===== src/rtl/fetch_ctrl_if.sv =====
// ---------------------------------------------------------------------------
// fetch_ctrl_if
//   Instruction-memory request/response bundle between the fetch sequencer
//   and IM.
//   imem_req    : fetch request valid (fetch -> IM)
//   imem_addr   : fetch address, held while imem_req && !imem_ready
//   imem_ready  : IM accepts the request this cycle (IM -> fetch)
//   imem_rvalid : IM returns data this cycle, at least one cycle after accept
//   imem_rdata  : returned instruction word
//   master = fetch side, slave = memory side.
// ---------------------------------------------------------------------------
interface fetch_ctrl_if;
  logic        imem_req;
  logic [31:0] imem_addr;
  logic        imem_ready;
  logic        imem_rvalid;
  logic [31:0] imem_rdata;

  modport master (
    output imem_req,
    output imem_addr,
    input  imem_ready,
    input  imem_rvalid,
    input  imem_rdata
  );

  modport slave (
    input  imem_req,
    input  imem_addr,
    output imem_ready,
    output imem_rvalid,
    output imem_rdata
  );
endinterface


===== src/rtl/fetch_ctrl.sv =====
// ---------------------------------------------------------------------------
// fetch_ctrl
//   Instruction-fetch sequencer for the P4 MIPS core. Owns the PC, issues one
//   fetch at a time to IM, holds the fetched word for decode and applies
//   branch/jump redirects coming back from execute.
//
// Ports
//   clk          : clock, rising edge
//   reset        : synchronous, active-low reset (0 = reset)
//   stall        : decode not ready, held instruction is not consumed
//   redir_valid  : branch/jump taken this cycle
//   redir_target : redirect target address
//   imem         : fetch_ctrl_if.master (req/addr/ready/rvalid/rdata)
//   instr_valid  : instr/instr_pc hold a deliverable instruction
//   instr        : fetched instruction word
//   instr_pc     : address of instr
//   pc           : address of the next/current fetch
//   fault        : sticky, a misaligned redirect target was seen
//
// Build option
//   DELAY_SLOT_EN : when defined, MIPS branch-delay-slot semantics. A
//                   redirect never squashes; the target is kept pending and
//                   replaces pc+4 at the next consume. When undefined, a
//                   redirect squashes whatever is in flight and restarts.
// ---------------------------------------------------------------------------
module fetch_ctrl #(
  parameter logic [31:0] RESET_PC = 32'h0000_3000
) (
  input  logic              clk,
  input  logic              reset,
  input  logic              stall,
  input  logic              redir_valid,
  input  logic [31:0]       redir_target,
  fetch_ctrl_if.master      imem,
  output logic              instr_valid,
  output logic [31:0]       instr,
  output logic [31:0]       instr_pc,
  output logic [31:0]       pc,
  output logic              fault
);

  localparam logic [2:0] S_IDLE = 3'd0;
  localparam logic [2:0] S_REQ  = 3'd1;
  localparam logic [2:0] S_WAIT = 3'd2;
  localparam logic [2:0] S_OUT  = 3'd3;
  localparam logic [2:0] S_HALT = 3'd4;

  logic [2:0]  state_q, state_d;
  logic [31:0] pc_q, pc_d;
  logic        pend_q, pend_d;
  logic [31:0] tgt_q, tgt_d;
  logic [31:0] instr_q, instr_d;
  logic [31:0] ipc_q, ipc_d;
  logic        fault_q, fault_d;

  logic redir_ok;
  logic redir_bad;
  logic consume;

  assign redir_ok  = redir_valid && (redir_target[1:0] == 2'b00);
  assign redir_bad = redir_valid && (redir_target[1:0] != 2'b00);
  // A redirect in the same cycle as !stall voids the consume.
  assign consume   = (state_q == S_OUT) && !stall && !redir_valid;

  always_comb begin
    state_d = state_q;
    pc_d    = pc_q;
    pend_d  = pend_q;
    tgt_d   = tgt_q;
    instr_d = instr_q;
    ipc_d   = ipc_q;
    fault_d = fault_q;

    case (state_q)
      S_IDLE: state_d = S_REQ;

      S_REQ: begin
        if (imem.imem_ready) state_d = S_WAIT;
      end

      S_WAIT: begin
        if (imem.imem_rvalid) begin
`ifdef DELAY_SLOT_EN
          instr_d = imem.imem_rdata;
          ipc_d   = pc_q;
          state_d = S_OUT;
`else
          // A pending (or simultaneous) redirect means this word belongs to
          // a squashed fetch: drop it and restart at the target.
          if (pend_q || redir_ok) begin
            pc_d    = redir_ok ? redir_target : tgt_q;
            pend_d  = 1'b0;
            state_d = S_REQ;
          end else begin
            instr_d = imem.imem_rdata;
            ipc_d   = pc_q;
            state_d = S_OUT;
          end
`endif
        end
      end

      S_OUT: begin
`ifdef DELAY_SLOT_EN
        if (consume) begin
          pc_d    = pend_q ? tgt_q : pc_q + 32'd4;
          pend_d  = 1'b0;
          state_d = S_REQ;
        end
`else
        if (redir_ok) begin
          pc_d    = redir_target;
          state_d = S_REQ;
        end else if (consume) begin
          pc_d    = pc_q + 32'd4;
          state_d = S_REQ;
        end
`endif
      end

      S_HALT: state_d = S_HALT;

      default: state_d = S_IDLE;
    endcase

    // Remember redirects that cannot take effect this cycle; a later one
    // overwrites the target.
`ifdef DELAY_SLOT_EN
    if (redir_ok && (state_q != S_HALT)) begin
      pend_d = 1'b1;
      tgt_d  = redir_target;
    end
`else
    if (redir_ok && ((state_q == S_IDLE) || (state_q == S_REQ) ||
                     ((state_q == S_WAIT) && !imem.imem_rvalid))) begin
      pend_d = 1'b1;
      tgt_d  = redir_target;
    end
`endif

    // A misaligned target is fatal until reset, from any live state.
    if (redir_bad && (state_q != S_HALT)) begin
      fault_d = 1'b1;
      state_d = S_HALT;
    end
  end

  always_ff @(posedge clk) begin
    if (!reset) begin
      state_q <= S_IDLE;
      pc_q    <= RESET_PC;
      pend_q  <= 1'b0;
      tgt_q   <= '0;
      instr_q <= '0;
      ipc_q   <= '0;
      fault_q <= 1'b0;
    end else begin
      state_q <= state_d;
      pc_q    <= pc_d;
      pend_q  <= pend_d;
      tgt_q   <= tgt_d;
      instr_q <= instr_d;
      ipc_q   <= ipc_d;
      fault_q <= fault_d;
    end
  end

  assign imem.imem_req  = (state_q == S_REQ);
  assign imem.imem_addr = pc_q;
  assign instr_valid    = (state_q == S_OUT);
  assign instr          = instr_q;
  assign instr_pc       = ipc_q;
  assign pc             = pc_q;
  assign fault          = fault_q;

endmodule


===== src/flat_wrapper.sv =====
// flat-port wrapper written by rule: the top's interface ports become plain ports
module fetch_ctrl_flat 
#(
  parameter logic [31:0] RESET_PC = 32'h0000_3000
)
  (clk, reset, stall, redir_valid, redir_target, instr_valid, instr, instr_pc, pc, fault, imem_imem_req, imem_imem_addr, imem_imem_ready, imem_imem_rvalid, imem_imem_rdata);
  fetch_ctrl_if imem_i ();
  input  logic clk;
  input  logic reset;
  input  logic stall;
  input  logic redir_valid;
  input  logic [31:0] redir_target;
  output logic instr_valid;
  output logic [31:0] instr;
  output logic [31:0] instr_pc;
  output logic [31:0] pc;
  output logic fault;
  output wire logic [$bits(imem_i.imem_req)-1:0] imem_imem_req;
  output wire logic [$bits(imem_i.imem_addr)-1:0] imem_imem_addr;
  input wire logic [$bits(imem_i.imem_ready)-1:0] imem_imem_ready;
  input wire logic [$bits(imem_i.imem_rvalid)-1:0] imem_imem_rvalid;
  input wire logic [$bits(imem_i.imem_rdata)-1:0] imem_imem_rdata;
  assign imem_imem_req = imem_i.imem_req;
  assign imem_imem_addr = imem_i.imem_addr;
  assign imem_i.imem_ready = imem_imem_ready;
  assign imem_i.imem_rvalid = imem_imem_rvalid;
  assign imem_i.imem_rdata = imem_imem_rdata;
  fetch_ctrl #(.RESET_PC(RESET_PC)) u_core (.clk(clk), .reset(reset), .stall(stall), .redir_valid(redir_valid), .redir_target(redir_target), .imem(imem_i), .instr_valid(instr_valid), .instr(instr), .instr_pc(instr_pc), .pc(pc), .fault(fault));
endmodule

===== config.mk =====
export PLATFORM = sky130hd
export DESIGN_NAME = fetch_ctrl_flat
export DESIGN_NICKNAME = d
export VERILOG_FILES = /design/src/rtl/fetch_ctrl_if.sv /design/src/rtl/fetch_ctrl.sv /design/src/flat_wrapper.sv
export SDC_FILE = /design/constraint.sdc
export NUM_CORES = 1
export LEC_CHECK = 0
export BUFFER_PORTS_ARGS = -buffer_cell sky130_fd_sc_hd__buf_4
export CAP_MARGIN = 20
export CORE_MARGIN = 3
export CORE_UTILIZATION = 30
export DETAILED_ROUTE_END_ITERATION = 8
export PLACE_DENSITY = 0.54
export SYNTH_ARGS = -nofsm -noshare
export SYNTH_HDL_FRONTEND = slang
export SYNTH_SLANG_ARGS = --single-unit

===== constraint.sdc =====
create_clock -name clk -period 2.25 [get_ports clk]
set_input_delay 0 -clock clk [delete_from_list [all_inputs] [get_ports clk]]
set_output_delay 0 -clock clk [all_outputs]
set_load 0.01 [all_outputs]

Word level (Yosys, flattened, before mapping)
Index checks and enable logic that the tools add are counted.
W data, S select, Z words.
{"block": "classes", "add_sub_neg": 1, "mul": 0, "div": 0, "magnitude_cmp": 0, "eq_ne": 12, "shifts": 0, "mux": 17, "n_bitwise": 2, "reduce_logical": 26}
{"cell": "$mux W32", "n": 5}
{"cell": "$pmux W32 S2", "n": 1}
{"cell": "$add A32 B3 Y32 const B", "n": 1}
{"cell": "$mux W3", "n": 5}
{"cell": "$pmux W3 S5", "n": 1}
{"cell": "$reduce_and A3 Y1", "n": 4}
{"cell": "$reduce_bool A2 Y1", "n": 5}
{"cell": "$logic_and A1 B1 Y1", "n": 7}
{"cell": "$eq A3 B2 Y1 const B", "n": 2}
{"cell": "$ne A3 B1 Y1 const B", "n": 2}
{"cell": "$ne A3 B3 Y1 const B", "n": 2}
{"cell": "$mux W1", "n": 4}
{"cell": "$ne A2 B1 Y1 const B", "n": 2}
{"cell": "$ne A4 B1 Y1 const B", "n": 1}
{"cell": "$reduce_and A4 Y1", "n": 1}
{"cell": "$eq A3 B1 Y1 const B", "n": 1}
{"cell": "$eq A3 B3 Y1 const B", "n": 1}
{"cell": "$logic_not A1 Y1", "n": 3}
{"cell": "$logic_not A3 Y1", "n": 1}
{"cell": "$logic_or A1 B1 Y1", "n": 3}
{"cell": "$logic_not A2 Y1", "n": 1}
{"cell": "$mux W2", "n": 1}
{"cell": "$ne A2 B2 Y1 const B", "n": 1}
{"cell": "$not A1 Y1", "n": 2}
{"cell": "$reduce_or A2 Y1", "n": 1}
{"block": "word_totals", "reg_bits": 133, "latchBits": 0, "mem_bits_rw": 0, "mem_bits_ro": 0, "input_bits": 70, "out_inout_bits": 131, "word_cells": 66, "memories": 0}

Longest topological paths before layout
{"block": "depth", "depth_word": 7, "ltp_mapped": 8, "depth_no_buf": 6}

Worst setup path before layout
No wires, ideal clock.
{"block": "synth_path", "path_type": "register -> register", "start": "register u_core.state_q[0]", "end": "register u_core.pc_q[31], in the netlist u_core.imem.imem_addr[31]", "setup_time_ns": 0.077, "arrival_ns": 1.884, "t_required_ns": 2.173, "path_slack_ns": 0.289, "stages_incl_launch_ff": 7, "path_buffers": 2, "synth_period_minus_slack_ns": 1.961, "path_cell_list": "dfxtp_1 clkbuf_1 nor2_1 or4_1 buf_2 or4_4 a41oi_2"}
{"block": "synth_between", "elab_chain_len": 5, "word_cells_on_any_way": 10, "cone_classes": "eq/ne (5); mux (1); reduce/logical (4)"}
{"item": "from (decl)", "line": "fetch_ctrl.sv:48", "source": "logic [2:0] state_q, state_d;"}
{"item": "from (signal assigned)", "line": "fetch_ctrl.sv:158", "source": "state_q <= state_d;"}
{"item": "$eq A3 B2 Y1", "line": "fetch_ctrl.sv:63, fetch_ctrl.sv:74"}
{"item": "$logic_and A1 B1 Y1 (2 in a row)", "line": "fetch_ctrl.sv:63", "source": "assign consume = (state_q == S_OUT) && !stall && !redir_valid;"}
{"item": "$ne A3 B1 Y1 (no line)"}
{"item": "$reduce_and A4 Y1 (no line)"}
{"item": "to (signal assigned)", "line": "fetch_ctrl.sv:159", "source": "pc_q <= pc_d;"}
{"item": "to (decl)", "line": "fetch_ctrl.sv:49", "source": "logic [31:0] pc_q, pc_d;"}
Several ways; a longest one is shown, not always the timed one.
A chain may end at the register's enable or synchronous reset.

Final worst setup path
{"block": "layout_path", "start": "register u_core.pc_q[21], in the netlist u_core.imem.imem_addr[21]", "end": "register u_core.pc_q[31], in the netlist u_core.imem.imem_addr[31]"}
{"block": "layout_between", "elab_chain_len": 4}
{"item": "$add A32 B3 Y32", "line": "fetch_ctrl.sv:115", "source": "pc_d = pc_q + 32'd4;"}
{"item": "$mux W32", "line": "fetch_ctrl.sv:114", "source": "end else if (consume) begin"}
{"item": "$mux W32", "line": "fetch_ctrl.sv:111", "source": "if (redir_ok) begin"}
{"item": "$pmux W32 S2", "line": "fetch_ctrl.sv:74", "source": "case (state_q)"}
Every way passes these cells. The select of a mux whose other input is x is not followed.

==> flow_results.xml <==
<?xml version="1.0" encoding="UTF-8"?>
<metrics>
  <group name="run_status">
    <metric name="result_of_the_run" unit="">finished clean</metric>
  </group>
  <group name="grt">
    <metric name="initial_antenna_violation_count" unit="">0</metric>
    <metric name="globalRouteTotalUtil" unit="%">19.0</metric>
    <metric name="vias_in_the_first_global_route" unit="">6052</metric>
    <metric name="gr-total-overflow" unit="">0</metric>
    <metric name="maximum_number_of_pins_on_one_net_before_global_route_repair" unit="">65</metric>
    <metric name="grt_pass1_wl" unit="µm">33500</metric>
  </group>
  <group name="placed_design">
    <metric name="quantity_of_i_o_buffers_inserted_on_ports" unit="">200</metric>
    <metric name="detailed_place_hpwl" unit="µm">14100</metric>
    <metric name="place.detailed.instances" unit="">1192</metric>
    <metric name="dpl_cell_area" unit="mm²">0.00767</metric>
    <metric name="place_congestion" unit="">0.805</metric>
  </group>
  <group name="timing">
    <metric name="upper_clock_frequency_limit" unit="MHz">490</metric>
    <metric name="max_slew_margin" unit="%">47.4</metric>
    <metric name="period_share" unit="%">90.6</metric>
    <metric name="slew_viol_final" unit="">0</metric>
    <metric name="hold_violations" unit="">0</metric>
    <metric name="timing.setup.tns" unit="ns">0</metric>
    <metric name="timing.final.setup_violations" unit="">0</metric>
    <metric name="worst_pin_slew" unit="ns">0.789</metric>
    <metric name="period_minus_slack" unit="ns">2.04</metric>
    <metric name="grt_setup_unrepaired" unit="">false</metric>
    <metric name="finClkSkew" unit="ns">0.00856</metric>
  </group>
  <group name="cells_and_area">
    <metric name="final_layout_size_suffix_gt1_share" unit="%">27.7</metric>
    <metric name="fin_nets" unit="">1090</metric>
    <metric name="antenna_cells_inserted" unit="">0</metric>
    <metric name="area_growth_syn_to_layout" unit="%">51.3</metric>
    <metric name="post_layout_inst_area" unit="mm²">0.00899</metric>
    <metric name="layout.cells.non_filler" unit="">1292</metric>
  </group>
  <group name="synth">
    <metric name="postSynth.topFlopCell" unit="">sky130_fd_sc_hd__dfxtp_1</metric>
    <metric name="yosys-top-cells-area" unit="">sky130_fd_sc_hd__dfxtp_1 45%, sky130_fd_sc_hd__nand2_1 15%, sky130_fd_sc_hd__a21oi_1 10%</metric>
    <metric name="synth_fp_nets" unit="">852</metric>
    <metric name="synth_largest_type_area_fraction" unit="%">44.8</metric>
    <metric name="synth.lib_cells_used.distinct" unit="">54</metric>
    <metric name="post_synth.cell_area_avg" unit="µm²">7.60</metric>
    <metric name="synthArstFlopShare" unit="%">0</metric>
    <metric name="synth-edff-count" unit="">0</metric>
    <metric name="syn-cell-area" unit="mm²">0.00594</metric>
    <metric name="yosysSeqAreaShare" unit="%">44.8</metric>
    <metric name="synth_area_leader_cell" unit="">sky130_fd_sc_hd__dfxtp_1</metric>
    <metric name="synthMostInstantiatedCell" unit="">sky130_fd_sc_hd__nand2_1</metric>
    <metric name="netlist_instances" unit="">781</metric>
    <metric name="yosys-top-cells-count" unit="">232 x sky130_fd_sc_hd__nand2_1, 133 x sky130_fd_sc_hd__dfxtp_1, 124 x sky130_fd_sc_hd__a21oi_1</metric>
    <metric name="yosysWarnings" unit="">0</metric>
    <metric name="synth-seq-cells" unit="">133</metric>
  </group>
  <group name="worst_setup_path">
    <metric name="cp_data_required_time" unit="ns">2.58</metric>
    <metric name="cp_top_family" unit="">simple AND/OR/NAND/NOR gates</metric>
    <metric name="crit_top_cell" unit="">sky130_fd_sc_hd__nand4_1</metric>
    <metric name="worst-path-max-fanout" unit="">9</metric>
    <metric name="crit_cells" unit="">5</metric>
    <metric name="max_stage_delay" unit="ns">0.55</metric>
    <metric name="worst-path-buf-inv" unit="">0</metric>
    <metric name="r2r.worst_path.cells" unit="">5</metric>
    <metric name="worstSetupStartpointType" unit="">flop</metric>
    <metric name="cp_slowest_cell" unit="">sky130_fd_sc_hd__dfxtp_1</metric>
    <metric name="data_arrival_critical_path" unit="ns">2.37</metric>
    <metric name="endpoint_class_of_the_critical_path" unit="">flop</metric>
    <metric name="worstSetupPathType" unit="">reg2reg</metric>
    <metric name="path_cells" unit="">nand4_1 -&gt; nor3_1 -&gt; nand4_1 -&gt; or4_4 -&gt; a41oi_2</metric>
  </group>
  <group name="power">
    <metric name="power.ir.vdd_worst" unit="V">0.000479</metric>
    <metric name="power.density_cell_area" unit="mW/mm²">648</metric>
    <metric name="power.static_leakage" unit="nW">3.53</metric>
  </group>
  <group name="die">
    <metric name="rows" unit="">50</metric>
    <metric name="core" unit="mm²">0.0191</metric>
    <metric name="initial_core_util" unit="%">31.1</metric>
    <metric name="die_width" unit="µm">147</metric>
    <metric name="floorplan_die_area" unit="mm²">0.0215</metric>
    <metric name="floorplan.io_pins" unit="">201</metric>
    <metric name="chipHeight" unit="µm">147</metric>
  </group>
  <group name="clock_network">
    <metric name="clock-root-buffer" unit="">sky130_fd_sc_hd__clkbuf_16</metric>
    <metric name="cts_tree" unit="">yes</metric>
    <metric name="clock_path_buffers" unit="">2</metric>
    <metric name="h_tree_levels" unit="">4</metric>
    <metric name="clock_latency" unit="ns">0.42</metric>
    <metric name="clkTransAtPathRegs" unit="ns">0.06</metric>
    <metric name="clock_buffer_count_from_cts" unit="">17</metric>
    <metric name="total_clock_sinks" unit="">133</metric>
  </group>
  <group name="detailed_routing">
    <metric name="post-route-drc-count" unit="">0</metric>
    <metric name="wl_per_cell" unit="µm">16.2</metric>
    <metric name="dr_total_vias" unit="">6360</metric>
    <metric name="drt_initial_violations" unit="">555</metric>
    <metric name="drt_pre_antenna_iters" unit="">6</metric>
    <metric name="finalWirelength" unit="µm">21000</metric>
    <metric name="per_cell_via_count_in_the_routed_design" unit="">4.92</metric>
    <metric name="ant_nets" unit="">0</metric>
  </group>
  <group name="worst_hold_path">
    <metric name="hold_path_depth" unit="">3</metric>
    <metric name="hold_class" unit="">in2reg</metric>
  </group>
  <group name="run">
    <metric name="max-cap-violations" unit="">0</metric>
  </group>
</metrics>
-- area by class of cell --
| cell class | instances | area, µm² |
|---|---|---|
| clock buffer | 20 | 457 |
| sequential | 133 | 2660 |
| tap | 260 | 325 |
| fill | 1906 | 10100 |
| clock inverter | 12 | 178 |
| multi-input combinational | 553 | 2820 |
| timing repair buffer | 309 | 2530 |
| inverter | 5 | 20.0 |
-- routing by layer --
metal / global-route usage, % / vias to the layer above / wire length (µm)
met5: 0 / - / 0
met4: 4.05 / 0 / 117
met3: 4.41 / 11 / 1530
met2: 29.4 / 238 / 9350
met1: 27.2 / 2951 / 9960
li1: - / 3160 / -
-- worst min-delay path, stage by stage --
cell and delay (ns):
sky130_fd_sc_hd__buf_4 0.12, sky130_fd_sc_hd__clkinv_2 0.26, sky130_fd_sc_hd__a21oi_1 0.06
-- registers in the layout (all words and copies together) (netlist names) --
signal,cells
u_core.instr,32
u_core.pend_q,1
u_core.tgt_q,32
u_core.state_q,3
u_core.imem.imem_addr,32
u_core.fault,1
u_core.instr_pc,32
-- kinds of logic after synthesis --
family / after synthesis / synth area share, %
and+or+nand+nor: 329 / 24.4
AOI/OAI and AO/OA: 222 / 22.3
DFF: 133 / 44.8
buffers and inverters: 95 / 8.09
muxes: 1 / 0.190
adders and majority gates: 1 / 0.211
-- per-stage QoR --
stage	utilization, %	setup slack (ns)	hold WS [ns]	power (mW)
final	47.1	0.211	0.0715	5.83
after global routing	47.1	0.0883	0.0962	6.03
after CTS	47.1	0.204	0.0686	5.89
after detailed placement	40.2	0.239	0.259	2.81
after global placement	40.2	0.199	0.248	2.81
after floorplan	-	0.289	0.135	2.61
-- path summary, 6_finish.rpt --
kind / startpoint / end / slack, ns
min reg2reg: u_core.tgt_q[25]$_SDFFE_PN0P_ / u_core.tgt_q[25]$_SDFFE_PN0P_ / 0.45
max reg2reg: u_core.imem.imem_addr[21]$_SDFFE_PN0P_ / u_core.imem.imem_addr[31]$_SDFFE_PN0P_ / 0.21
max: u_core.imem.imem_addr[21]$_SDFFE_PN0P_ / u_core.imem.imem_addr[31]$_SDFFE_PN0P_ / 0.21
min: reset / u_core.instr_pc[31]$_SDFFE_PN0P_ / 0.07
-- repair_timing --
action | CTS | global route
hold buffers | 68 | 0
endpoints found under the hold margin | 83 | 0
buffers inserted | 0 | 0
resized for setup | 0 | 0
-- power by group --
group | internal, mW | switching, mW
combinational | 0.237 | 0.210
clock | 1.91 | 1.06
sequential | 2.39 | 0.0227
total | 4.54 | 1.29
-- layout by cell type (no fill, tap or decap), drive strengths merged, types with 7 or more instances in the layout --
cell / n
clkbuf: 20
o21ai: 27
a31oi: 8
clkinv: 8
nand4: 10
nor2: 22
nor3: 8
and3: 7
o22ai: 7
nand3: 13
buf: 241
nand2: 232
dfxtp: 133
a21oi: 124
dlygate4sd3: 68
o211ai: 12
Power figures use the tool's default switching activity.
